===== src/rtl/mac_feeder_pkg.sv =====
// Shared sizing, the operand pair type and small helpers for the MAC operand feeder.
package mac_feeder_pkg;

  localparam int unsigned WIDTH  = 4;
  localparam int unsigned DEPTH  = 4;
  localparam int unsigned PTR_W  = $clog2(DEPTH);
  localparam int unsigned LVL_W  = PTR_W + 1;
  localparam int unsigned UCNT_W = 8;

  typedef struct packed {
    logic [WIDTH-1:0] a;
    logic [WIDTH-1:0] b;
  } pair_t;

  // Saturating increment: sticks at all-ones instead of wrapping.
  function automatic logic [UCNT_W-1:0] sat_inc(input logic [UCNT_W-1:0] v);
    return (&v) ? v : v + UCNT_W'(1);
  endfunction

endpackage


===== src/rtl/sync_fifo.sv =====
// Single-clock FIFO with registered occupancy; pushes on full and pops on empty are ignored.
module sync_fifo #(
  parameter int unsigned WIDTH = 8,
  parameter int unsigned DEPTH = 4
) (
  input  logic                     clk,
  input  logic                     rst,
  input  logic                     push,
  input  logic                     pop,
  input  logic [WIDTH-1:0]         wdata,
  output logic [WIDTH-1:0]         rdata,
  output logic                     full,
  output logic                     empty,
  output logic [$clog2(DEPTH):0]   level
);

  localparam int unsigned PTR_W = $clog2(DEPTH);
  localparam int unsigned LVL_W = PTR_W + 1;

  logic [WIDTH-1:0] mem_q [DEPTH];
  logic [PTR_W-1:0] wr_ptr_q, wr_ptr_d;
  logic [PTR_W-1:0] rd_ptr_q, rd_ptr_d;
  logic [LVL_W-1:0] level_q, level_d;
  logic             do_push, do_pop;

  assign full    = (level_q == LVL_W'(DEPTH));
  assign empty   = (level_q == '0);
  assign level   = level_q;
  assign rdata   = mem_q[rd_ptr_q];
  assign do_push = push & ~full;
  assign do_pop  = pop & ~empty;

  // Power-of-two depth lets the pointers wrap by natural overflow.
  always_comb begin
    wr_ptr_d = wr_ptr_q;
    rd_ptr_d = rd_ptr_q;
    level_d  = level_q + LVL_W'(do_push) - LVL_W'(do_pop);
    if (do_push) wr_ptr_d = wr_ptr_q + PTR_W'(1);
    if (do_pop)  rd_ptr_d = rd_ptr_q + PTR_W'(1);
  end

  always_ff @(posedge clk or negedge rst) begin
    if (!rst) begin
      wr_ptr_q <= '0;
      rd_ptr_q <= '0;
      level_q  <= '0;
    end else begin
      wr_ptr_q <= wr_ptr_d;
      rd_ptr_q <= rd_ptr_d;
      level_q  <= level_d;
    end
  end

  always_ff @(posedge clk) begin
    if (do_push) mem_q[wr_ptr_q] <= wdata;
  end

endmodule


===== src/rtl/mac_operand_feeder.sv =====
// Buffers operand pairs and launches one per MAC divided-clock slot, holding a/b for two cycles.
module mac_operand_feeder
  import mac_feeder_pkg::*;
(
  input  logic              clk,
  input  logic              rst,
  input  logic              in_valid,
  output logic              in_ready,
  input  logic [WIDTH-1:0]  in_a,
  input  logic [WIDTH-1:0]  in_b,
  output logic [WIDTH-1:0]  a,
  output logic [WIDTH-1:0]  b,
  output logic              out_valid,
  output logic              phase,
  output logic [LVL_W-1:0]  level,
  output logic [UCNT_W-1:0] underrun_cnt
);

  pair_t             wr_pair, rd_pair;
  pair_t             out_q, out_d;
  logic              valid_q, valid_d;
  logic              phase_q, phase_d;
  logic [UCNT_W-1:0] ucnt_q, ucnt_d;
  logic              fifo_full, fifo_empty;
  logic              push, pop, launch;

  assign wr_pair = '{a: in_a, b: in_b};
  // Launch on the CK falling edge so a/b are stable a full cycle around the MAC sample.
  assign launch  = phase_q;
  assign push    = in_valid & ~fifo_full;
  assign pop     = launch & ~fifo_empty;

  sync_fifo #(
    .WIDTH ($bits(pair_t)),
    .DEPTH (DEPTH)
  ) u_fifo (
    .clk   (clk),
    .rst   (rst),
    .push  (push),
    .pop   (pop),
    .wdata (wr_pair),
    .rdata (rd_pair),
    .full  (fifo_full),
    .empty (fifo_empty),
    .level (level)
  );

  always_comb begin
    phase_d = ~phase_q;
    out_d   = out_q;
    valid_d = valid_q;
    ucnt_d  = ucnt_q;
    if (launch) begin
      if (!fifo_empty) begin
        out_d   = rd_pair;
        valid_d = 1'b1;
      end else begin
        out_d   = '0;
        valid_d = 1'b0;
        ucnt_d  = sat_inc(ucnt_q);
      end
    end
  end

  always_ff @(posedge clk or negedge rst) begin
    if (!rst) begin
      phase_q <= 1'b0;
      out_q   <= '0;
      valid_q <= 1'b0;
      ucnt_q  <= '0;
    end else begin
      phase_q <= phase_d;
      out_q   <= out_d;
      valid_q <= valid_d;
      ucnt_q  <= ucnt_d;
    end
  end

  assign in_ready     = ~fifo_full;
  assign a            = out_q.a;
  assign b            = out_q.b;
  assign out_valid    = valid_q;
  assign phase        = phase_q;
  assign underrun_cnt = ucnt_q;

endmodule


===== config.mk =====
export PLATFORM = sky130hd
export DESIGN_NAME = mac_operand_feeder
export DESIGN_NICKNAME = d
export VERILOG_FILES = /design/src/rtl/mac_feeder_pkg.sv /design/src/rtl/sync_fifo.sv /design/src/rtl/mac_operand_feeder.sv
export SDC_FILE = /design/constraint.sdc
export NUM_CORES = 1
export LEC_CHECK = 0
export CAP_MARGIN = 10
export CORE_MARGIN = 10
export CORE_UTILIZATION = 40
export DETAILED_ROUTE_END_ITERATION = 10
export HOLD_SLACK_MARGIN = 0.06
export PLACE_DENSITY_LB_ADDON = 0.1
export SLEW_MARGIN = 25
export SYNTH_ARGS = -nofsm -noshare
export SYNTH_HDL_FRONTEND = slang
export SYNTH_SLANG_ARGS = --single-unit

===== constraint.sdc =====
create_clock -name clk -period 2.6 [get_ports clk]
set_input_delay 0.52 -clock clk [delete_from_list [all_inputs] [get_ports clk]]
set_output_delay 0.52 -clock clk [all_outputs]
set_load 0.005 [all_outputs]

## Yosys cells after proc, flatten, opt, wreduce, memory -nomap -nowiden

Memory sizes are Yosys's and may differ from the RTL's.
Index checks and enable logic that the tools add are counted.
Widths: inputs -> output; s select.

- $add $sub $neg: 5
- Equal/unequal tests: 1
- Mux-type cells: 4
- Bitwise operators: 8
- Reduce and logical (&&, ||, !) cells: 3

Operator list:

| cell | count |
|---|---|
| $add 8x1->8 const B | 1 |
| $mux 8 | 1 |
| $reduce_and 8->1 | 1 |
| $add 2x1->2 const B | 2 |
| $and 1x1->1 | 4 |
| $not 1->1 | 4 |
| $add 3x1->3 | 1 |
| $eq 3x3->1 const B | 1 |
| $logic_not 3->1 | 1 |
| $mux 1 | 3 |
| $reduce_and 3->1 | 1 |
| $sub 3x1->3 | 1 |

- Register bits: 25
- Memory bits (writable): 32
- Input bits: 11
- Word-level logic and storage cells: 30
- Memories kept: 1

Memories:

| memory | depth | bits a word | rd ports | clocked after Yosys merged registers in | write ports | line | RTL |
|---|---|---|---|---|---|---|---|
| u_fifo.mem_q | 4 | 8 | 1 | 0 | 1 | sync_fifo.sv:20 | `logic [WIDTH-1:0] mem_q [DEPTH];` |

## Depth between registers and ports, before layout

- Word-level depth: 6
- Depth in mapped cells: 9
- Gate-level depth less buffers: 8

## Cells and area by module

Synthesis repeated with hierarchy kept, for this count alone.

- Cells, all modules: 160
- Area, all modules: 2467.4 um^2

Modules (own cells, without submodules):

| module | times used | cells each | area each (um^2) |
|---|---|---|---|
| sync_fifo | 1 | 83 | 1622.8 |
| mac_operand_feeder | 1 | 77 | 844.6 |

## Worst setup path after synthesis

OpenSTA, ideal clock, no wires.

- Path kind: reg-to-reg
- Start point: register u_fifo.level_q[2] (netlist: u_fifo.level[2])
- End point: register u_fifo.level_q[2] (netlist: u_fifo.level[2])
- Library setup time: 131 ps
- Arrival: 2065 ps
- Required time: 2469 ps
- Slack: 404 ps
- Stages on the path, launching flop included: 10
- Buffers on the path: 1
- Clock period less this slack: 2196 ps
- Cell sequence: dfrtp_1 > o31a_1 > buf_2 > ha_1 > inv_1 > ha_1 > inv_1 > fa_1 > xnor2_1 > xnor2_1

- Elaborated cells on any way between the ends: 10

RTL lines:

| what | line | RTL |
|---|---|---|
| from (decl) | sync_fifo.sv:23 | `logic [LVL_W-1:0] level_q, level_d;` |
| from (signal assigned) | sync_fifo.sv:50 | `level_q <= level_d;` |
| $logic_not 3->1 (*) | sync_fifo.sv:27 | `assign empty = (level_q == '0);` |
| $not 1->1 (*) | sync_fifo.sv:31, mac_operand_feeder.sv:31 |  |
| $and 1x1->1 | mac_operand_feeder.sv:31 | `assign pop = launch & ~fifo_empty;` |
| $and 1x1->1 (*) | sync_fifo.sv:31 | `assign do_pop = pop & ~empty;` |
| named net u_fifo.do_pop | sync_fifo.sv:24 | `logic do_push, do_pop;` |
| $sub 3x1->3 (*) | sync_fifo.sv:37 | `level_d = level_q + LVL_W'(do_push) - LVL_W'(do_pop);` |
| named net u_fifo.level_d[2] | sync_fifo.sv:23 |  |

The timed path passes the listed nets; every way through them passes the cells marked *.
A chain may end at the register's enable or synchronous reset.

## Worst setup path in the final report

- Start point: register u_fifo.level_q[2] (netlist: u_fifo.level[2])
- End point: register u_fifo.level_q[2] (netlist: u_fifo.level[2])

- Longest elaborated chain between the ends: 6
- Elaborated cells on any way between the ends: 10

RTL lines:

| what | line | RTL |
|---|---|---|
| $eq 3x3->1 | sync_fifo.sv:26 | `assign full = (level_q == LVL_W'(DEPTH));` |
| $not 1->1 | sync_fifo.sv:30, mac_operand_feeder.sv:30 |  |
| $and 1x1->1 | mac_operand_feeder.sv:30 | `assign push = in_valid & ~fifo_full;` |
| $and 1x1->1 | sync_fifo.sv:30 | `assign do_push = push & ~full;` |
| $add 3x1->3 | sync_fifo.sv:37 |  |
| $sub 3x1->3 (*) | sync_fifo.sv:37 |  |
| named net u_fifo.level_d[2] | sync_fifo.sv:23 |  |

Marks and branches as above.

==> impl_results.md <==
* WL/cell at 16.9 µm
* Setup WS post-layout at 473 ps
* Final hold violations at 0
* Syn Nets at 155
* Clock buffer depth at 2
* Gr usage total at 0.101
* Clock latency on the worst-skew pair at 320 ps
* Simple-Gate Fraction of Synth Area at 0.0694
* Root buf cell: clkbuf_8
* # fillers at 499
* Sequential area share after synthesis at 0.682
* Reg2reg end: u_fifo.level[2]
* Proportion of layout cells with a drive suffix above 1 at 0.164
* Max cap viols at 0
* Seq pwr share at 0.458
* Worst path top cell family by delay: adder cells
* CP max stage cell: dfrtp_1
* # diodes at 0
* H-tree Lvls at 3
* Clock Sinks at 57
* Num CTS Buffers at 9
* Combinational power share at 0.307
* Mux cell area share after synthesis at 0.102
* Most frequent cells in the layout: 32 x clkdlybuf4s50_1, 32 x edfxtp_1, 25 x dfrtp_1
* Placed cells at 239
* Grt ovf at 0
* Starting DRT DRC Count at 71
* Unrepaired setup endpoints after global routing: false
* Post-route DRC at 0
* Final setup violating endpoints at 0
* Initial Utilization at 0.418
* Fraction of registers with async set or reset after synthesis at 0.439
* Horiz. Die Dim at 96.3 µm
* Worst hold path depth at 1
* Outcome: complete, no violations
* Tmin final at 2130 ps
* Critical path launch point type: register
* Worst slew margin at 0.589
* Largest net degree at the start of global routing at 26
* I/O Pins at 33
* Pre-CTS setup slack at 262 ps
* Arrival @ worst endpoint at 2330 ps
* Postcts setup bufs at 0
* Reg clk slew, reported paths at 70 ps
* Compound-Gate Fraction of Synth Area at 0.0538
* Antenna viol nets, final at 0
* Worst-Margin Slew at 617 ps
* Fin Hold WS at 513 ps
* PortBufs at 32
* Largest family of logic cells by synthesized area: multiplexers
* Yosys reg bits at 57
* Post-DP HPWL at 2930 µm
* Routability Congestion at 0.698
* First-pass GRT wire length at 6830 µm
* Die Ht at 96.3 µm
* Netlist Area Pre-Place at 0.00233 mm²
* Static Leak at 1.13 nW
* Via count at 1294
* Design area at 0.00292 mm²
* Finished Layout Cells at 255
* FF-to-FF setup slack at 470 ps
* Setup TNS Final at 0 ps
* Synth Flop Type: edfxtp_1
* Internal power at 2.28 mW
* Fin crit share at 0.818
* Total Wirelength at 4320 µm
* Final core occ at 0.523
* Reg2Reg Depth at 8
* Core box area at 0.00557 mm²
* Number of synthesized flops with an enable pin at 32
* Final Net Count at 197
* Hold-fix buffers at CTS at 0
* Worst path required time at 2800 ps
* Clk_skew at 10.3 ps
* Post-Synth XOR/XNOR Area at 0.0301
* Vias/cell at 5.07
* Vias in the first global route at 1374
* Hold/Removal Path Class: reg -> reg
* Avg Inst Size Synth at 17.1 µm²
* Adder-cell area share of the yosys netlist at 0.0462
* CTS resizes at 0
* CP max stage delay at 490 ps
* Worst-path maximum fanout at 7
* Max Clock Freq at 0.470 GHz
* Clock Power Share at 0.235
* Area Growth Syn to Fin at 25.4%
* Rows at 27
* Post-DP Area at 0.00274 mm²
* Syn. warnings at 0
* Drt pass-1 iters at 4
* CP cell instances: o31a_1 -> ha_1 -> inv_1 -> ha_1 -> inv_1 -> fa_1 -> xnor2_1 -> xnor2_1
* Final max-slew violation count at 0
* CP bufs+invs at 2
* Peak VDD IR at 0.520 mV
* Sw Pwr at 951 µW
* Net Sw Frac at 0.295
* Antenna violations before repair at 0
* Final total power at 3.23 mW
* P per Cell Area at 1110 mW/mm²
* CP Capture Type: register
* Worst Hold Path EP: b[2]
* Die ar. at 0.00927 mm²
* Reg2reg start: u_fifo.level[2]
* CTS tree: yes
* Hold_sp: b[2]
* WS Path Type: reg -> reg
* Post-synthesis cell type count at 31
* Synth Instances at 136
-- per-layer routing --
metal / track usage / vias up / part of all wire
met1: 0.101 / 662 / 0.39
met4: 0.0590 / 0 / 0.016
met5: 0 / - / 0
li1: - / 597 / -
met2: 0.177 / 29 / 0.53
met3: 0.0374 / 6 / 0.063
-- worst max-delay path by stage --
stage / from / to / slack (ps) / depth (start not counted)
2_1_floorplan: u_fifo.level[2] / u_fifo.level[2] / 400 / 9
3_3_place_gp: in_valid / u_fifo.level[2] / 350 / 7
3_5_place_dp: in_valid / u_fifo.level[2] / 260 / 7
4_1_cts: u_fifo.level[2] / u_fifo.level[2] / 450 / 8
5_1_grt: u_fifo.level[1] / u_fifo.level[2] / 360 / 8
6_report: u_fifo.level[2] / u_fifo.level[2] / 470 / 8
-- area by class of cell --
class,instances,area (µm²),share of cell area
Sequential cell,57,1590,0.544
Multi-Input combinational cell,69,701,0.240
Timing Repair Buffer,34,335,0.115
Clock buffer,11,131,0.0450
Tap cell,72,90.1,0.0309
Clock inverter,5,47.5,0.0163
Inverter,7,26.3,0.00901
-- synthesized netlist by cell type, types with 2 or more instances --
cell type  count  area (µm²)
edfxtp_1      32         961
dfrtp_1       25         626
a22o_1         8        70.1
mux4_2         8         180
ha_1           7        87.6
xnor2_1        7        61.3
inv_1          6        22.5
nand2_1        5        18.8
and2_1         4        25.0
nor2_1         4        15.0
and3_1         3        18.8
mux2_2         3        33.8
nand3_1        3        15.0
a21oi_1        2        10.0
buf_2          2        10.0
mux2_1         2        22.5
-- registers in the layout (all words and copies together) (netlist names) --
signal	count
a	4
u_fifo.level	3
underrun_cnt	8
phase	1
out_valid	1
u_fifo.rd_ptr_q	2
b	4
u_fifo.wr_ptr_q	2
u_fifo.mem_q	32
-- kinds of logic after synthesis --
kind of cell	count (synthesis)
XOR/XNOR	8
AND/OR/NAND/NOR	25
multiplexers	13
adder cells (fa/ha/maj)	8
AO/OA/AOI/OAI	15
buffers and inverters	10
flip-flops	57
-- power groups by stage --
stage	clock network [mW]	logic (mW)	registers (mW)
finish	0.757	0.990	1.48
global route	0.820	1.10	1.52
CTS	0.774	1.02	1.49
detailed placement	0	1.02	1.50
global placement	0	0.984	1.48
floorplan	0	0.641	1.40
Power figures use the tool's default switching activity.
